File: src/rtl/alu_rs.sv
// Reservation station for the integer ALU: buffers issued ops until operands arrive,
// dispatches ready entries by entry index, and broadcasts completed results on the CDB.
//
// state      | meaning
// -----------+------------------------------------------------------------
// EMPTY      | slot free, may be allocated by issue
// WAIT_OPS   | allocated, at least one operand pending on a CDB tag
// READY_EX   | both operands valid, waiting for the ALU to accept
// EXECUTING  | dispatched, waiting for the ALU writeback on this index
// DONE       | result held, requesting the CDB
module alu_rs #(
    parameter int unsigned RS_DEPTH    = 8,
    parameter int unsigned ROB_IDX_LEN = 4,
    parameter int unsigned EU_CTL_LEN  = 4,
    parameter int unsigned EXCEPT_LEN  = 2,
    parameter int unsigned XLEN        = 64,
    localparam int unsigned IDX_LEN    = $clog2(RS_DEPTH)
) (
    input  logic                   clk_i,
    input  logic                   rst_n_i,
    input  logic                   flush_i,

    input  logic                   issue_valid_i,
    output logic                   issue_ready_o,
    input  logic [EU_CTL_LEN-1:0]  issue_eu_ctl_i,
    input  logic                   issue_rs1_ready_i,
    input  logic [ROB_IDX_LEN-1:0] issue_rs1_idx_i,
    input  logic [XLEN-1:0]        issue_rs1_value_i,
    input  logic                   issue_rs2_ready_i,
    input  logic [ROB_IDX_LEN-1:0] issue_rs2_idx_i,
    input  logic [XLEN-1:0]        issue_rs2_value_i,
    input  logic [ROB_IDX_LEN-1:0] issue_dest_idx_i,

    output logic                   eu_valid_o,
    input  logic                   eu_ready_i,
    output logic [EU_CTL_LEN-1:0]  eu_ctl_o,
    output logic [XLEN-1:0]        eu_rs1_o,
    output logic [XLEN-1:0]        eu_rs2_o,
    output logic [IDX_LEN-1:0]     eu_entry_idx_o,

    input  logic                   eu_valid_i,
    output logic                   eu_ready_o,
    input  logic [IDX_LEN-1:0]     eu_entry_idx_i,
    input  logic [XLEN-1:0]        eu_result_i,
    input  logic                   eu_except_raised_i,
    input  logic [EXCEPT_LEN-1:0]  eu_except_code_i,

    input  logic                   cdb_valid_i,
    input  logic [ROB_IDX_LEN-1:0] cdb_idx_i,
    input  logic [XLEN-1:0]        cdb_value_i,

    output logic                   cdb_valid_o,
    input  logic                   cdb_ready_i,
    output logic [ROB_IDX_LEN-1:0] cdb_idx_o,
    output logic [XLEN-1:0]        cdb_value_o,
    output logic                   cdb_except_raised_o,
    output logic [EXCEPT_LEN-1:0]  cdb_except_code_o
);

    typedef enum logic [2:0] {
        EMPTY     = 3'd0,
        WAIT_OPS  = 3'd1,
        READY_EX  = 3'd2,
        EXECUTING = 3'd3,
        DONE      = 3'd4
    } state_e;

    typedef struct packed {
        logic [EU_CTL_LEN-1:0]  ctl;
        logic [ROB_IDX_LEN-1:0] dest;
        logic                   rs1_rdy;
        logic [ROB_IDX_LEN-1:0] rs1_tag;
        logic [XLEN-1:0]        rs1_val;
        logic                   rs2_rdy;
        logic [ROB_IDX_LEN-1:0] rs2_tag;
        logic [XLEN-1:0]        rs2_val;
        logic [XLEN-1:0]        res;
        logic                   exc;
        logic [EXCEPT_LEN-1:0]  exc_code;
    } entry_t;

    state_e st_q  [RS_DEPTH];
    state_e st_d  [RS_DEPTH];
    entry_t ent_q [RS_DEPTH];
    entry_t ent_d [RS_DEPTH];

    logic               free_found, rdy_found, done_found;
    logic [IDX_LEN-1:0] free_idx, rdy_idx, done_idx;

    // Incoming operands may be satisfied by the CDB in the very cycle they issue
    logic            iss_rs1_rdy, iss_rs2_rdy;
    logic [XLEN-1:0] iss_rs1_val, iss_rs2_val;

    assign iss_rs1_rdy = issue_rs1_ready_i || (cdb_valid_i && (cdb_idx_i == issue_rs1_idx_i));
    assign iss_rs2_rdy = issue_rs2_ready_i || (cdb_valid_i && (cdb_idx_i == issue_rs2_idx_i));
    assign iss_rs1_val = issue_rs1_ready_i ? issue_rs1_value_i : cdb_value_i;
    assign iss_rs2_val = issue_rs2_ready_i ? issue_rs2_value_i : cdb_value_i;

    always_comb begin
        free_found = 1'b0;
        rdy_found  = 1'b0;
        done_found = 1'b0;
        free_idx   = '0;
        rdy_idx    = '0;
        done_idx   = '0;
        for (int i = 0; i < RS_DEPTH; i++) begin
            if (!free_found && st_q[i] == EMPTY) begin
                free_found = 1'b1;
                free_idx   = IDX_LEN'(i);
            end
            if (!rdy_found && st_q[i] == READY_EX) begin
                rdy_found = 1'b1;
                rdy_idx   = IDX_LEN'(i);
            end
            if (!done_found && st_q[i] == DONE) begin
                done_found = 1'b1;
                done_idx   = IDX_LEN'(i);
            end
        end
    end

    always_ff @(posedge clk_i or negedge rst_n_i) begin
        if (!rst_n_i) begin
            for (int i = 0; i < RS_DEPTH; i++) begin
                st_q[i]  <= EMPTY;
                ent_q[i] <= '0;
            end
        end else begin
            for (int i = 0; i < RS_DEPTH; i++) begin
                st_q[i]  <= st_d[i];
                ent_q[i] <= ent_d[i];
            end
        end
    end

    // Each event targets a distinct state, so per-entry cases never conflict
    always_comb begin
        for (int i = 0; i < RS_DEPTH; i++) begin
            st_d[i]  = st_q[i];
            ent_d[i] = ent_q[i];
            case (st_q[i])
                EMPTY: begin
                    if (issue_valid_i && free_idx == IDX_LEN'(i)) begin
                        ent_d[i].ctl      = issue_eu_ctl_i;
                        ent_d[i].dest     = issue_dest_idx_i;
                        ent_d[i].rs1_rdy  = iss_rs1_rdy;
                        ent_d[i].rs1_tag  = issue_rs1_idx_i;
                        ent_d[i].rs1_val  = iss_rs1_val;
                        ent_d[i].rs2_rdy  = iss_rs2_rdy;
                        ent_d[i].rs2_tag  = issue_rs2_idx_i;
                        ent_d[i].rs2_val  = iss_rs2_val;
                        ent_d[i].res      = '0;
                        ent_d[i].exc      = 1'b0;
                        ent_d[i].exc_code = '0;
                        st_d[i] = (iss_rs1_rdy && iss_rs2_rdy) ? READY_EX : WAIT_OPS;
                    end
                end
                WAIT_OPS: begin
                    if (cdb_valid_i && !ent_q[i].rs1_rdy && ent_q[i].rs1_tag == cdb_idx_i) begin
                        ent_d[i].rs1_rdy = 1'b1;
                        ent_d[i].rs1_val = cdb_value_i;
                    end
                    if (cdb_valid_i && !ent_q[i].rs2_rdy && ent_q[i].rs2_tag == cdb_idx_i) begin
                        ent_d[i].rs2_rdy = 1'b1;
                        ent_d[i].rs2_val = cdb_value_i;
                    end
                    if (ent_d[i].rs1_rdy && ent_d[i].rs2_rdy) begin
                        st_d[i] = READY_EX;
                    end
                end
                READY_EX: begin
                    if (eu_ready_i && rdy_idx == IDX_LEN'(i)) begin
                        st_d[i] = EXECUTING;
                    end
                end
                EXECUTING: begin
                    if (eu_valid_i && eu_entry_idx_i == IDX_LEN'(i)) begin
                        ent_d[i].res      = eu_result_i;
                        ent_d[i].exc      = eu_except_raised_i;
                        ent_d[i].exc_code = eu_except_code_i;
                        st_d[i] = DONE;
                    end
                end
                DONE: begin
                    if (cdb_ready_i && done_idx == IDX_LEN'(i)) begin
                        st_d[i] = EMPTY;
                    end
                end
                default: st_d[i] = EMPTY;
            endcase
            if (flush_i) begin
                st_d[i] = EMPTY;
            end
        end
    end

    assign issue_ready_o = free_found;

    assign eu_valid_o     = rdy_found;
    assign eu_ctl_o       = rdy_found ? ent_q[rdy_idx].ctl : '0;
    assign eu_rs1_o       = rdy_found ? ent_q[rdy_idx].rs1_val : '0;
    assign eu_rs2_o       = rdy_found ? ent_q[rdy_idx].rs2_val : '0;
    assign eu_entry_idx_o = rdy_idx;
    assign eu_ready_o     = 1'b1;

    assign cdb_valid_o         = done_found;
    assign cdb_idx_o           = done_found ? ent_q[done_idx].dest : '0;
    assign cdb_value_o         = done_found ? ent_q[done_idx].res : '0;
    assign cdb_except_raised_o = done_found ? ent_q[done_idx].exc : 1'b0;
    assign cdb_except_code_o   = done_found ? ent_q[done_idx].exc_code : '0;

endmodule

File: config.mk
export PLATFORM = sky130hd
export DESIGN_NAME = alu_rs
export DESIGN_NICKNAME = d
export VERILOG_FILES = /design/src/rtl/alu_rs.sv
export SDC_FILE = /design/constraint.sdc
export NUM_CORES = 2
export LEC_CHECK = 0
export CAP_MARGIN = 30
export CELL_PAD_IN_SITES_DETAIL_PLACEMENT = 1
export CELL_PAD_IN_SITES_GLOBAL_PLACEMENT = 2
export CORE_UTILIZATION = 25
export DETAILED_ROUTE_END_ITERATION = 12
export PLACE_DENSITY_LB_ADDON = 0.1
export SLEW_MARGIN = 30
export SYNTH_ARGS = -nofsm -noshare
export SYNTH_HDL_FRONTEND = slang
export SYNTH_SLANG_ARGS = --single-unit
File: constraint.sdc
create_clock -name clk_i -period 4.65 [get_ports clk_i]
set_clock_uncertainty 0.15 [all_clocks]
set_input_delay 0.93 -clock clk_i [delete_from_list [all_inputs] [get_ports clk_i]]
set_output_delay 0.93 -clock clk_i [all_outputs]
set_load 0.02 [all_outputs]
After elaboration in Yosys (flattened, before gate mapping):

Index checks and enable logic that the tools add are counted.

* magnitude comparators: 2
* equality and inequality tests: 150
* mux-type cells: 213
* bitwise gates (word level): 2
* reductions and logical operators: 211

Operators with widths (count)
* $mux 205: 8
* $mux 64: 21
* $bmux 213 s3: 2
* $pmux 67 s2: 8
* $pmux 65 s2: 8
* $pmux 64 s2: 8
* $mux 67: 8
* $mux 213: 2
* $mux 209: 2
* $mux 3: 66
* $pmux 3 s5: 8
* $logic_and 1x1->1: 96
* $eq 3x2->1 const B: 24
* $eq 3x3->1 const B: 24
* $eq 4x4->1: 18
* $ne 3x2->1 const B: 24
* $reduce_and 3->1: 24
* $mux 1: 60
* $ne 2x2->1 const B: 24
* $ne 3x3->1 const B: 16
* $reduce_and 5->1: 8
* $logic_not 1->1: 37
* $eq 3x1->1 const B: 12
* $logic_not 3->1: 12
* other kinds (9): 58

* register bits after elaboration: 1728
* output and inout port bits: 210
* logic and storage cells: 674

Logic depth before layout (Yosys ltp):

* depth in word-level cells: 28
* gate-level depth with buffers: 12

Worst setup path before layout:

No wires, ideal clock.

* path kind: reg-to-output
* from: reg st_q[11] in the netlist's numbering
* to: out eu_rs2_o[55]
* data arrival time: 2.571 ns
* data required time: 3.570 ns
* slack: 0.999 ns
* stages on the path, launching flop included: 13
* cell sequence: dfrtp_1 > buf_2 > or3b_1 > a311oi_1 > nor3_1 > buf_2 > a21o_1 > buf_6 > buf_6 > buf_6 > mux2_1 > a21oi_1 > o22ai_1

* cells in the longest elaborated chain, start to end: 17

Ends and longest elaborated chain
* from (decl): RTL line 82 `state_e st_q [RS_DEPTH];`
* from (signal, indexed assignment): RTL line 130 `st_q[i] <= st_d[i];`
* $eq 3x2->1 (*): RTL line 111 `if (!rdy_found && st_q[i] == READY_EX) begin`
* $logic_and 1x1->1 (*): RTL line 111
* $mux 1: RTL line 111
* $logic_not 1->1: RTL line 111
* $logic_and 1x1->1: RTL line 111
* $mux 1: RTL line 111
* $logic_not 1->1: RTL line 111
* $logic_and 1x1->1: RTL line 111
* $mux 1: RTL line 111
* $logic_not 1->1: RTL line 111
* $logic_and 1x1->1: RTL line 111
* $mux 3: RTL line 111
* $not 3->4 (not written as such): RTL line 202 `assign eu_rs2_o = rdy_found ? ent_q[rdy_idx].rs2_val : '0;`
* $bmux 213 s3: RTL line 202
* $mux 213 (not written as such) (2 in a row): RTL line 202
* $mux 64 (*): RTL line 202
* to (decl): RTL line 38 `output logic [XLEN-1:0] eu_rs2_o,`

Mark *: on every way between the ends. The rest lies on a longest branch, timed or not. The select of a mux whose other input is x is not followed.

Worst setup path after layout:

* from: reg st_q[9] in the netlist's numbering
* to: out eu_rs1_o[27]

* cells in the longest elaborated chain, start to end: 17

Ends and longest elaborated chain
* $eq 3x2->1 (*): RTL line 111
* $logic_and 1x1->1 (*): RTL line 111
* $mux 1: RTL line 111
* $logic_not 1->1: RTL line 111
* $logic_and 1x1->1: RTL line 111
* $mux 1: RTL line 111
* $logic_not 1->1: RTL line 111
* $logic_and 1x1->1: RTL line 111
* $mux 1: RTL line 111
* $logic_not 1->1: RTL line 111
* $logic_and 1x1->1: RTL line 111
* $mux 3: RTL line 111
* $not 3->4 (not written as such): RTL line 201 `assign eu_rs1_o = rdy_found ? ent_q[rdy_idx].rs1_val : '0;`
* $bmux 213 s3: RTL line 201
* $mux 213 (2 in a row)
* $mux 64 (*): RTL line 201
* to (decl): RTL line 37 `output logic [XLEN-1:0] eu_rs1_o,`

Marked as above.

==> flow_metrics.py <==
metrics = {
    "global_route": {
        "grt_pass1_wl_um": 640200,
        "grt-ovfl-total": 0,
        "grt_pass1_vias": 84930,
        "antenna_found_initial": 36,
        "grt_util_all_layers_pct": 24.21,
        "grt_start_max_net_pins": 143,
    },
    "setup_path": {
        "r2r_setup_slack_ns": 0.63,
        "crit_path_end": "eu_rs1_o[27]",
        "rr_startpoint": "st_q[20]$_DFFE_PN0P_",
        "regToRegEndpoint": "ent_q[1365]$_DFFE_PN0P_",
        "crit_required_ns": 3.57,
        "critPathKind": "flip-flop to output port",
        "crit_start": "st_q[9]$_DFFE_PN0P_",
        "cp.arrival_ns": 3.84,
        "start_kind": "flip-flop",
        "reg2reg_depth": 10,
        "path_max_fanout": 8,
        "end_kind": "output port",
    },
    "yosys": {
        "synth_fp_nets": 9876,
        "syn_area_um2": 89220,
        "avgSynthCellArea_um2": 9.309,
        "seq_area_frac_synth_pct": 48.47,
        "synth_edf_count": 0,
        "ys_ff_latch": 1728,
        "synth_top_cell_by_area": "dfrtp_1",
        "synth_area_leaders": "dfrtp_1 48%, a221o_1 9.4%, nor2_1 6.6%",
        "async_reset_ff_share_pct": 100.0,
        "syn_inst": 9584,
        "synth.distinct_cells": 79,
        "ys_warn_count": 0,
        "synth_ff_type": "dfrtp_1",
        "synth_top_area_share_pct": 48.47,
    },
    "drt": {
        "num_vias": 79610,
        "drtIter0Drc": 5125,
        "firstDrtPassIters": 5,
        "postRouteAntennaNets": 0,
        "wirelength_um": 449200,
        "drc_errors": 0,
        "via_per_inst": 5.324,
        "wl_per_cell_um": 30.04,
    },
    "die": {
        "die_area_um2": 359300,
        "initial_core_util_pct": 25.22,
        "rows": 218,
        "io_pins": 502,
        "fp.dieW_um": 599.4,
        "coreArea_um2": 353800,
        "dieHeight_um": 599.4,
    },
    "clocking": {
        "cts_tree": "done",
        "cts.clk_slew.worst_paths_ns": 0.06,
        "cts_sinks": 1728,
        "cts_inserted_buffers": 223,
        "clk_latency_ns": 0.94,
        "cts_max_level": 4,
        "clock_path_buffers": 4,
        "clockRootBuffer": "clkbuf_16",
    },
    "sta": {
        "final_max_slew_viol_count": 0,
        "max-slew-margin-rel_pct": 26.88,
        "hold_violations": 0,
        "finalCriticalPeriod_ns": 4.918,
        "setup_viol": 192,
        "finalCritPeriodShare_pct": 105.8,
        "final.setup.tns_ns": -20.88,
        "max_slew.worst_pin.slew_ns": 1.097,
        "rsz0062_at_grt": "yes",
        "max_freq_ghz": 0.2033,
        "final.setup.worst_slack_ns": -0.2680,
    },
    "cells_and_area": {
        "fin_nets": 10350,
        "area_delta_synth_final_pct": 28.80,
        "final_util_pct": 32.48,
        "drive_above_1_share_pct": 21.12,
        "fillerInstances": 39430,
        "final_cells": 14950,
    },
    "place": {
        "preCtsSetupSlack_ns": 0.05690,
        "dp_hpwl_um": 258100,
        "place_inst": 14380,
        "port_buffers": 500,
        "routabilityCongestion": 0.7779,
    },
    "outcome": {
        "failed_checks": "setup timing",
        "status": "complete, but fails checks",
    },
    "power": {
        "leakage_uw": 0.05055,
        "ir_drop_v": 0.0009924,
        "power_density_nw_per_um2": 703.6,
    },
    "run": {
        "drv_cap": 0,
    },
    "worst_hold_path": {
        "hp-class": "flip-flop to flip-flop",
    },
}
-- how the worst min path moves through the flow --
stage | start | end | slack, ns | cells past startpoint
floorplan | ent_q[0]$_DFFE_PN0P_ | ent_q[0]$_DFFE_PN0P_ | 0.28 | 2
global placement | ent_q[52]$_DFFE_PN0P_ | ent_q[52]$_DFFE_PN0P_ | 0.29 | 2
detailed placement | ent_q[61]$_DFFE_PN0P_ | ent_q[61]$_DFFE_PN0P_ | 0.30 | 2
CTS | ent_q[61]$_DFFE_PN0P_ | ent_q[61]$_DFFE_PN0P_ | 0.31 | 2
global route | ent_q[486]$_DFFE_PN0P_ | ent_q[486]$_DFFE_PN0P_ | 0.33 | 2
finish | ent_q[61]$_DFFE_PN0P_ | ent_q[61]$_DFFE_PN0P_ | 0.31 | 2
-- registers in the layout, indices dropped and copies added, names as in the netlist --
register / flops
ent_q: 1704
st_q: 24
-- routing by layer --
| layer | up-vias | track usage, % | part of all wire [%] |
|---|---|---|---|
| met5 | - | 0 | 0.046 |
| met4 | 34 | 6.702 | 2.9 |
| met3 | 642 | 3.058 | 4.3 |
| met2 | 1916 | 41.51 | 49 |
| met1 | 42210 | 31.86 | 44 |
| li1 | 34810 | - | - |
-- stage by stage --
stage	area, µm²	hold slack (ns)	total power (µW)
after detailed placement	103200	0.3013	59370
after floorplan	89220	0.2831	42070
after global placement	103000	0.2936	58790
after CTS	112500	0.3117	78880
after global routing	114900	0.3348	84780
final	114900	0.3071	80850
-- cell usage after synthesis (all sizes together), types with 16 or more instances --
master	number
nand3	221
buf	252
mux2i	535
clkbuf	774
a21oi	694
xor2	27
nor2	1567
a221o	834
nor3	34
inv	24
dfrtp	1728
mux2	438
nor3b	16
o21ai	494
nand2	1525
o22ai	208
xnor2	26
-- final cells by class --
class	count	area (µm²)	share of cell area (%)
multi-input combinational	6805	44100	38.38
sequential	1728	43250	37.64
timing repair buffer	1269	14410	12.54
clock buffer	337	6534	5.686
tap	4730	5918	5.150
clock inverter	53	590.6	0.5139
inverter	26	97.59	0.08493
antenna	6	15.01	0.01307
-- cells in the final DEF, fill, tap and decap left out, types with 226 or more instances in the layout --
cell type,netlist,routed
clkbuf_16,0,244
clkdlybuf4s50_1,0,290
mux2i_1,535,512
o21ai_0,491,489
a221o_1,834,833
a21oi_1,692,454
nand2_1,1525,1521
dfrtp_1,1728,1722
mux2_4,199,226
buf_4,1,526
nor2_1,1564,1523
-- power by group --
group          internal (µW)  switching [µW]
Combinational          17200           24400
Clock                  10200            7400
Sequential             19300            2440
Total                  46600           34200
-- kinds of logic after synthesis --
kind of cell	count (synthesis)	share of synthesized area (%)
buffers and inverters	1052	4.959
AO/OA/AOI/OAI	2336	18.46
flip-flops	1728	48.47
XOR/XNOR	53	0.5203
multiplexers	973	12.37
other	1	0.004203
AND/OR/NAND/NOR	3441	15.22
-- worst max-delay path, stage by stage, from the launching register on --
cell and delay [ns]:
dfrtp_1 0.40, or3b_4 0.44, a311oi_4 0.26, nor3_4 0.08
a21o_4 0.25, buf_12 0.20, buf_12 0.17, buf_8 0.16
mux2_4 0.31, a21oi_2 0.14, o22ai_1 0.09, buf_4 0.22
buf_4 0.16
-- what timing repair did --
action,CTS,global route
hold endpoints to repair,29,0
pin swaps,56,114
hold buffers,1,0
gates cloned,25,17
resized for setup,901,508
setup endpoints to repair,207,206
setup buffers,68,84
Note: power is estimated with default switching activity, not from simulation.
